File: src/rtl/fs_serial_nbits.sv
// Bit-serial N-bit full subtractor: A - B - bin, one bit per clock, LSB first, start/done handshake.
// Optional signed-overflow output enabled by defining FS_SERIAL_OVF_EN.
module fs_serial_nbits #(
  parameter int DATA_WIDTH = 8
) (
  input  logic                  fs_serial_clk,
  input  logic                  fs_serial_rst,
  input  logic                  fs_serial_start,
  input  logic                  fs_serial_bin,
  input  logic [DATA_WIDTH-1:0] fs_serial_port_a,
  input  logic [DATA_WIDTH-1:0] fs_serial_port_b,
  output logic                  fs_serial_busy,
  output logic                  fs_serial_done,
  output logic [DATA_WIDTH-1:0] fs_serial_port_diff,
  output logic                  fs_serial_port_bout
`ifdef FS_SERIAL_OVF_EN
  ,
  output logic                  fs_serial_ovf
`endif
);

  localparam int CW = (DATA_WIDTH < 1) ? 1 : $clog2(DATA_WIDTH + 1);

  typedef enum logic [1:0] {
    S_IDLE  = 2'd0,
    S_SHIFT = 2'd1,
    S_DONE  = 2'd2
  } state_t;

  state_t                state_q, state_d;
  logic [DATA_WIDTH-1:0] a_q, a_d;
  logic [DATA_WIDTH-1:0] b_q, b_d;
  logic                  br_q, br_d;
  logic [DATA_WIDTH-1:0] wd_q, wd_d;
  logic [CW-1:0]         cnt_q, cnt_d;
  logic [DATA_WIDTH-1:0] diff_q, diff_d;
  logic                  bout_q, bout_d;

  logic                  bit_diff;
  logic                  br_next;
  logic                  last_bit;
  logic [DATA_WIDTH-1:0] d_msb;
  logic [DATA_WIDTH-1:0] wd_shift;

`ifdef FS_SERIAL_OVF_EN
  logic sign_a_q, sign_a_d;
  logic sign_b_q, sign_b_d;
  logic ovf_q, ovf_d;
`endif

  // Single-bit full-subtractor slice on the current LSBs.
  always_comb begin
    bit_diff = a_q[0] ^ b_q[0] ^ br_q;
    br_next  = (~a_q[0] & b_q[0]) | (~(a_q[0] ^ b_q[0]) & br_q);
    d_msb    = '0;
    d_msb[DATA_WIDTH-1] = bit_diff;
    wd_shift = (wd_q >> 1) | d_msb;
    last_bit = (cnt_q == CW'(DATA_WIDTH - 1));
  end

  always_comb begin
    state_d = state_q;
    a_d     = a_q;
    b_d     = b_q;
    br_d    = br_q;
    wd_d    = wd_q;
    cnt_d   = cnt_q;
    diff_d  = diff_q;
    bout_d  = bout_q;
`ifdef FS_SERIAL_OVF_EN
    sign_a_d = sign_a_q;
    sign_b_d = sign_b_q;
    ovf_d    = ovf_q;
`endif

    case (state_q)
      // DONE accepts a new start exactly like IDLE, giving back-to-back operation.
      S_IDLE, S_DONE: begin
        if (fs_serial_start) begin
          a_d     = fs_serial_port_a;
          b_d     = fs_serial_port_b;
          br_d    = fs_serial_bin;
          wd_d    = '0;
          cnt_d   = '0;
          state_d = S_SHIFT;
`ifdef FS_SERIAL_OVF_EN
          sign_a_d = fs_serial_port_a[DATA_WIDTH-1];
          sign_b_d = fs_serial_port_b[DATA_WIDTH-1];
`endif
        end else begin
          state_d = S_IDLE;
        end
      end

      S_SHIFT: begin
        a_d   = a_q >> 1;
        b_d   = b_q >> 1;
        br_d  = br_next;
        wd_d  = wd_shift;
        cnt_d = cnt_q + CW'(1);
        if (last_bit) begin
          diff_d  = wd_shift;
          bout_d  = br_next;
          state_d = S_DONE;
`ifdef FS_SERIAL_OVF_EN
          ovf_d = (sign_a_q != sign_b_q) && (wd_shift[DATA_WIDTH-1] != sign_a_q);
`endif
        end
      end

      default: state_d = S_IDLE;
    endcase
  end

  always_ff @(posedge fs_serial_clk) begin
    if (fs_serial_rst) begin
      state_q <= S_IDLE;
      a_q     <= '0;
      b_q     <= '0;
      br_q    <= 1'b0;
      wd_q    <= '0;
      cnt_q   <= '0;
      diff_q  <= '0;
      bout_q  <= 1'b0;
    end else begin
      state_q <= state_d;
      a_q     <= a_d;
      b_q     <= b_d;
      br_q    <= br_d;
      wd_q    <= wd_d;
      cnt_q   <= cnt_d;
      diff_q  <= diff_d;
      bout_q  <= bout_d;
    end
  end

`ifdef FS_SERIAL_OVF_EN
  always_ff @(posedge fs_serial_clk) begin
    if (fs_serial_rst) begin
      sign_a_q <= 1'b0;
      sign_b_q <= 1'b0;
      ovf_q    <= 1'b0;
    end else begin
      sign_a_q <= sign_a_d;
      sign_b_q <= sign_b_d;
      ovf_q    <= ovf_d;
    end
  end

  assign fs_serial_ovf = ovf_q;
`endif

  assign fs_serial_busy      = (state_q == S_SHIFT);
  assign fs_serial_done      = (state_q == S_DONE);
  assign fs_serial_port_diff = diff_q;
  assign fs_serial_port_bout = bout_q;

endmodule

File: config.mk
export PLATFORM = sky130hd
export DESIGN_NAME = fs_serial_nbits
export DESIGN_NICKNAME = d
export VERILOG_FILES = /design/src/rtl/fs_serial_nbits.sv
export SDC_FILE = /design/constraint.sdc
export NUM_CORES = 1
export LEC_CHECK = 0
export BUFFER_PORTS_ARGS = -buffer_cell sky130_fd_sc_hd__buf_4
export CORE_MARGIN = 3
export CORE_UTILIZATION = 53
export CTS_CLUSTER_DIAMETER = 60
export DETAILED_ROUTE_END_ITERATION = 10
export GPL_TIMING_DRIVEN = 0
export PLACE_DENSITY = 0.75
export SLEW_MARGIN = 0
export SYNTH_ARGS = -nofsm -noshare
export SYNTH_HDL_FRONTEND = slang
export SYNTH_SLANG_ARGS = --single-unit
File: constraint.sdc
create_clock -name fs_serial_clk -period 1.4 [get_ports fs_serial_clk]
set_input_delay 0.28 -clock fs_serial_clk [delete_from_list [all_inputs] [get_ports fs_serial_clk]]
set_output_delay 0.28 -clock fs_serial_clk [all_outputs]
set_load 0.05 [all_outputs]
# Word level (Yosys, flattened, before mapping)
# Index checks and enable logic that the tools add are counted.
# totals
memories	0
latch_bits	0
mem_bits_rw	0
elab_cells	40
mem_bits_ro	0
in_bits	20
register_bits	40
# op_classes
mul	0
reduce_logical	5
n_eq_ne	5
div_mod_pow	0
magnitude_cmp	0
n_mux	13
shifts	0
n_bitwise	8
n_addsub	1
# op_table
operator	n
8-bit case mux with 2 select lines	3
8-bit two-way mux	3
7-bit by 8-bit bitwise OR with 8-bit output	1
4-bit case mux with 2 select lines	1
4-bit by 1-bit adder with 4-bit output (second input constant)	1
4-bit by 3-bit equality test with 1-bit output (second input constant)	1
4-bit two-way mux	1
2-bit case mux with 2 select lines	1
2-bit AND reduction	2
1-bit bitwise AND	2
2-bit by 1-bit equality test with 1-bit output (second input constant)	1
2-bit equality test (second input constant)	1
2-bit zero test	1
1-bit two-way mux	2
2-bit two-way mux	1
2-bit by 1-bit inequality test with 1-bit output (second input constant)	1
2-bit inequality test (second input constant)	1
1-bit NOT	2
1-bit case mux with 2 select lines	1
2-bit nonzero test	1
2-bit OR reduction	1
1-bit XOR	2
1-bit bitwise OR	1

# Longest topological paths before layout
# depth
depth_word	5
ltp_mapped	5
ltp_nobuf	4

# Worst setup path before layout
# No wires, ideal clock.
# synth_path
path_kind	flip-flop to output port
startpoint	reg state_q[1]
endpoint	out fs_serial_done
slack_ns	0.111
arrival_time_ns	1.009
path_stages_with_launch	2
n_path_buf	0
path_cell_list	dfxtp_1 nor2b_1
# synth_via
elab_chain_cells	1
# synth_lines
element	line_no	rtl
start: declaration	30	state_t state_q, state_d;
start signal: assignment	126	state_q <= state_d;
2-bit equality test	154	assign fs_serial_done = (state_q == S_DONE);
end: declaration	13	output logic fs_serial_done,
# Every way passes these cells.

# Worst setup path in the final report
# layout_path
startpoint	reg cnt_q[1]
endpoint	reg bout_q, in the netlist fs_serial_port_bout
# layout_via
elab_chain_cells	2
# layout_lines
element	line_no	rtl
start: declaration	35	logic [CW-1:0] cnt_q, cnt_d;
start signal: assignment	131	cnt_q <= cnt_d;
4-bit by 3-bit equality test with 1-bit output	58	last_bit = (cnt_q == CW'(DATA_WIDTH - 1));
2-bit AND reduction (no line)	-	
end signal: assignment	133	bout_q <= bout_d;
end: declaration	37	logic bout_q, bout_d;
# Every way passes these cells.
# A chain may end at the register's enable or synchronous reset.

==> metrics.cfg <==
[synth]
yosysUniqueCellTypes = 28
ys.flop_type = dfxtp_1
synth_area_leaders = dfxtp_1 (49%), a21oi_1 (12%), nand3_1 (11%), a22oi_1 (6.6%), buf_2 (3.8%)
yosysMostFrequentCell = dfxtp_1
synth_area_sq_um = 1580
async_flop_share_pct = 0
yosys-top-cells-count = dfxtp_1 (39), a21oi_1 (37), nand3_1 (34)
synth_largest_area_cell = dfxtp_1
synth_top_area_share_pct = 49.3
synth-seq-area-share_pct = 49.3
syn_inst = 181
syn_avg_cell_area_sq_um = 8.74
synth_enable_flop_cells = 0
synth-seq-cells = 39
synthesis.nets = 203
yosysWarnings = 0

[route]
num_vias = 1516
dr.pass1.iters = 5
drtIter0Drc = 81
wl_per_cell_um = 15.1
antenna_left = 0
drc = 0
via_per_inst = 5.99
finalWirelength_mm = 3.82

[critical_path]
start_kind = flop
critical_path_required_ns = 1.66
path_buf_inv = 1
cp.arrival_ns = 1.60
path_delay_family = flip-flops
reg2reg_depth = 5
crit_path_end_kind = flop
slowest_delay_ns = 0.38
regToRegStartpoint = cnt_q[1]$_SDFFE_PP0P_
critPathKind = reg2reg
crit_chain = ha_2 -> and3b_1 -> buf_4 -> a21oi_1 -> a311oi_1
rrSetupSlack_ns = 0.06
rr_endpoint = fs_serial_port_bout$_SDFFE_PP0P_
crit_fanout = 10
cpMaxStageDelayCell = dfxtp_1
cp-startpoint = cnt_q[1]$_SDFFE_PP0P_

[place]
pre_cts_ws_ns = 0.0105
finalWeightedCongestion = 0.841
place_hpwl_mm = 2.49
io_buffers = 30
place_area_sq_um = 1850

[layout]
synthToLayoutAreaGrowth_pct = 26.9
postLayoutCoreUtil_pct = 71.6
drive_gt1_share_pct = 29.3
final_area_sq_um = 2010
final_net_count = 243
antennaDiodeCount = 0

[power_and_ir_drop]
p_total_uw = 2430
ir_drop_v = 0.000899
p_leak_uw = 0.000770
cellPowerDensity_nw_per_um2 = 1210

[timing]
finalHoldViolCount = 0
period_minus_slack_ns = 1.34
slew_violations = 0
rsz0062_at_grt = false
worstMarginPinSlew_ns = 0.441
max_slew_margin_pct = 70.6
setup_viol = 0
timing.final.crit_share_pct = 95.7
max_freq_ghz = 0.746
finalWorstSetupSlack_ns = 0.0601
fin_skew_ns = 0.0162
timing.hold.ws_ns = 0.165

[global_routing]
grt_pass1_wl_mm = 6.38
antenna_found_initial = 0
grt_usage_pct = 23.8
grt_overflow = 0
grt_max_degree = 14
grt_pass1_vias = 1450

[cts]
cts_made_buffers = 5
clk_latency_ns = 0.36
hold_buffers = 0
cts_tree = built
clkTransAtPathRegs_ns = 0.13
htreeDepth = 2
root_buffer = clkbuf_4
clk_path_buf_depth = 2
cts.sinks = 39

[worst_hold_path]
hold_path_class = in2reg
hold_start = fs_serial_port_b[7]
hold_path_depth = 3
holdPathEnd = b_q[7]$_SDFFE_PP0P_

[die]
core_area_sq_um = 2810
rows = 19
die-area_sq_um = 3680
num_io_pins = 31
start_util_pct = 56.4
die_h_um = 60.6
die-width_um = 60.6

[flow_run]
max-cap-violations = 0

[status]
outcome = completed

==> cells in the final DEF, fill, tap and decap left out <==
master	synthesis	layout
mux2_2	1	1
nor3_1	1	1
nand2_1	10	10
a311oi_1	1	1
nand2b_4	0	1
mux2_4	1	1
ha_2	0	1
a21oi_1	37	37
and3b_1	1	1
buf_6	1	1
a22oi_1	14	14
a2bb2oi_1	1	1
nor2b_1	2	1
a211oi_2	1	1
nand4_1	1	1
buf_2	12	9
inv_4	0	1
inv_1	2	2
nand3b_1	1	1
nand2b_1	3	2
nor3b_1	1	1
buf_1	2	2
fa_1	1	1
clkinvlp_4	0	1
nor2_1	2	2
dfxtp_2	0	3
buf_4	1	35
clkbuf_4	0	6
clkbuf_1	1	1
nor2b_2	0	1
bufinv_16	0	2
nand3_1	34	34
dfxtp_1	39	36
buf_8	0	1
o21ai_0	8	8
==> sequential cells by signal (all words and copies together), names as in the netlist <==
register,cells
fs_serial_port_diff,8
cnt_q,4
b_q,8
state_q,2
fs_serial_port_bout,1
br_q,1
a_q,8
wd_q,7
==> worst register-to-register path, cell delays in order (launching register included) <==
cell,delay (ns)
dfxtp_1,0.38
ha_2,0.22
and3b_1,0.15
buf_4,0.16
a21oi_1,0.08
a311oi_1,0.24
==> report_power, final <==
group | internal [uW] | switching (uW) | total (uW)
clock network | 555 | 393 | 949
registers | 1150 | 28.2 | 1180
logic | 132 | 172 | 304
==> layout make-up <==
class | count | area [sq um]
multi-input combinational | 122 | 713
timing repair buffer | 34 | 263
tap | 31 | 38.8
clock buffer | 5 | 37.5
buffer | 16 | 90.1
sequential | 39 | 785
inverter | 3 | 13.8
clock inverter | 3 | 67.6
fill | 236 | 797
==> stage by stage <==
step / TNS, ns / cells
after floorplan: 0 / 181
after global placement: 0 / 242
after detailed placement: 0 / 242
after CTS: -0.00773 / 253
after global routing: 0 / 253
final: 0 / 253
==> worst max-delay path by stage <==
stage | end | slack, ns | cells after the start
2_1_floorplan | fs_serial_done | 0.11 | 1
3_3_place_gp | fs_serial_busy | 0.03 | 4
3_5_place_dp | fs_serial_busy | 0.01 | 4
4_1_cts | fs_serial_busy | -0.008 | 4
5_1_grt | b_q[6]$_SDFFE_PP0P_ | 0.004 | 5
6_report | fs_serial_port_bout$_SDFFE_PP0P_ | 0.06 | 5
==> routing by layer <==
layer,global-route usage [%],vias to the layer above,share of wire (%)
met4,9.91,0,1.7
met3,7.45,6,5.8
met2,41.4,55,50
met1,26.9,725,42
li1,-,730,-
met5,0,-,0
==> cell families (layout without fill, tap and decap cells) <==
group | Yosys count | in the layout | synth area share, %
flip-flops | 39 | 39 | 49.3
AND/OR/NAND/NOR | 56 | 56 | 17.8
multiplexers | 2 | 2 | 1.66
AO/OA/AOI/OAI | 62 | 62 | 22.8
adder cells (fa/ha/maj) | 2 | 2 | 2.06
buffers and inverters | 20 | 61 | 6.40
==> what timing repair did <==
| item | CTS | global route |
|---|---|---|
| resized for setup | 8 | 6 |
| hold endpoints to repair | 0 | 0 |
| endpoints found under the setup margin | 1 | 20 |
| setup buffers | 3 | 1 |
Power figures use the tool's default switching activity.
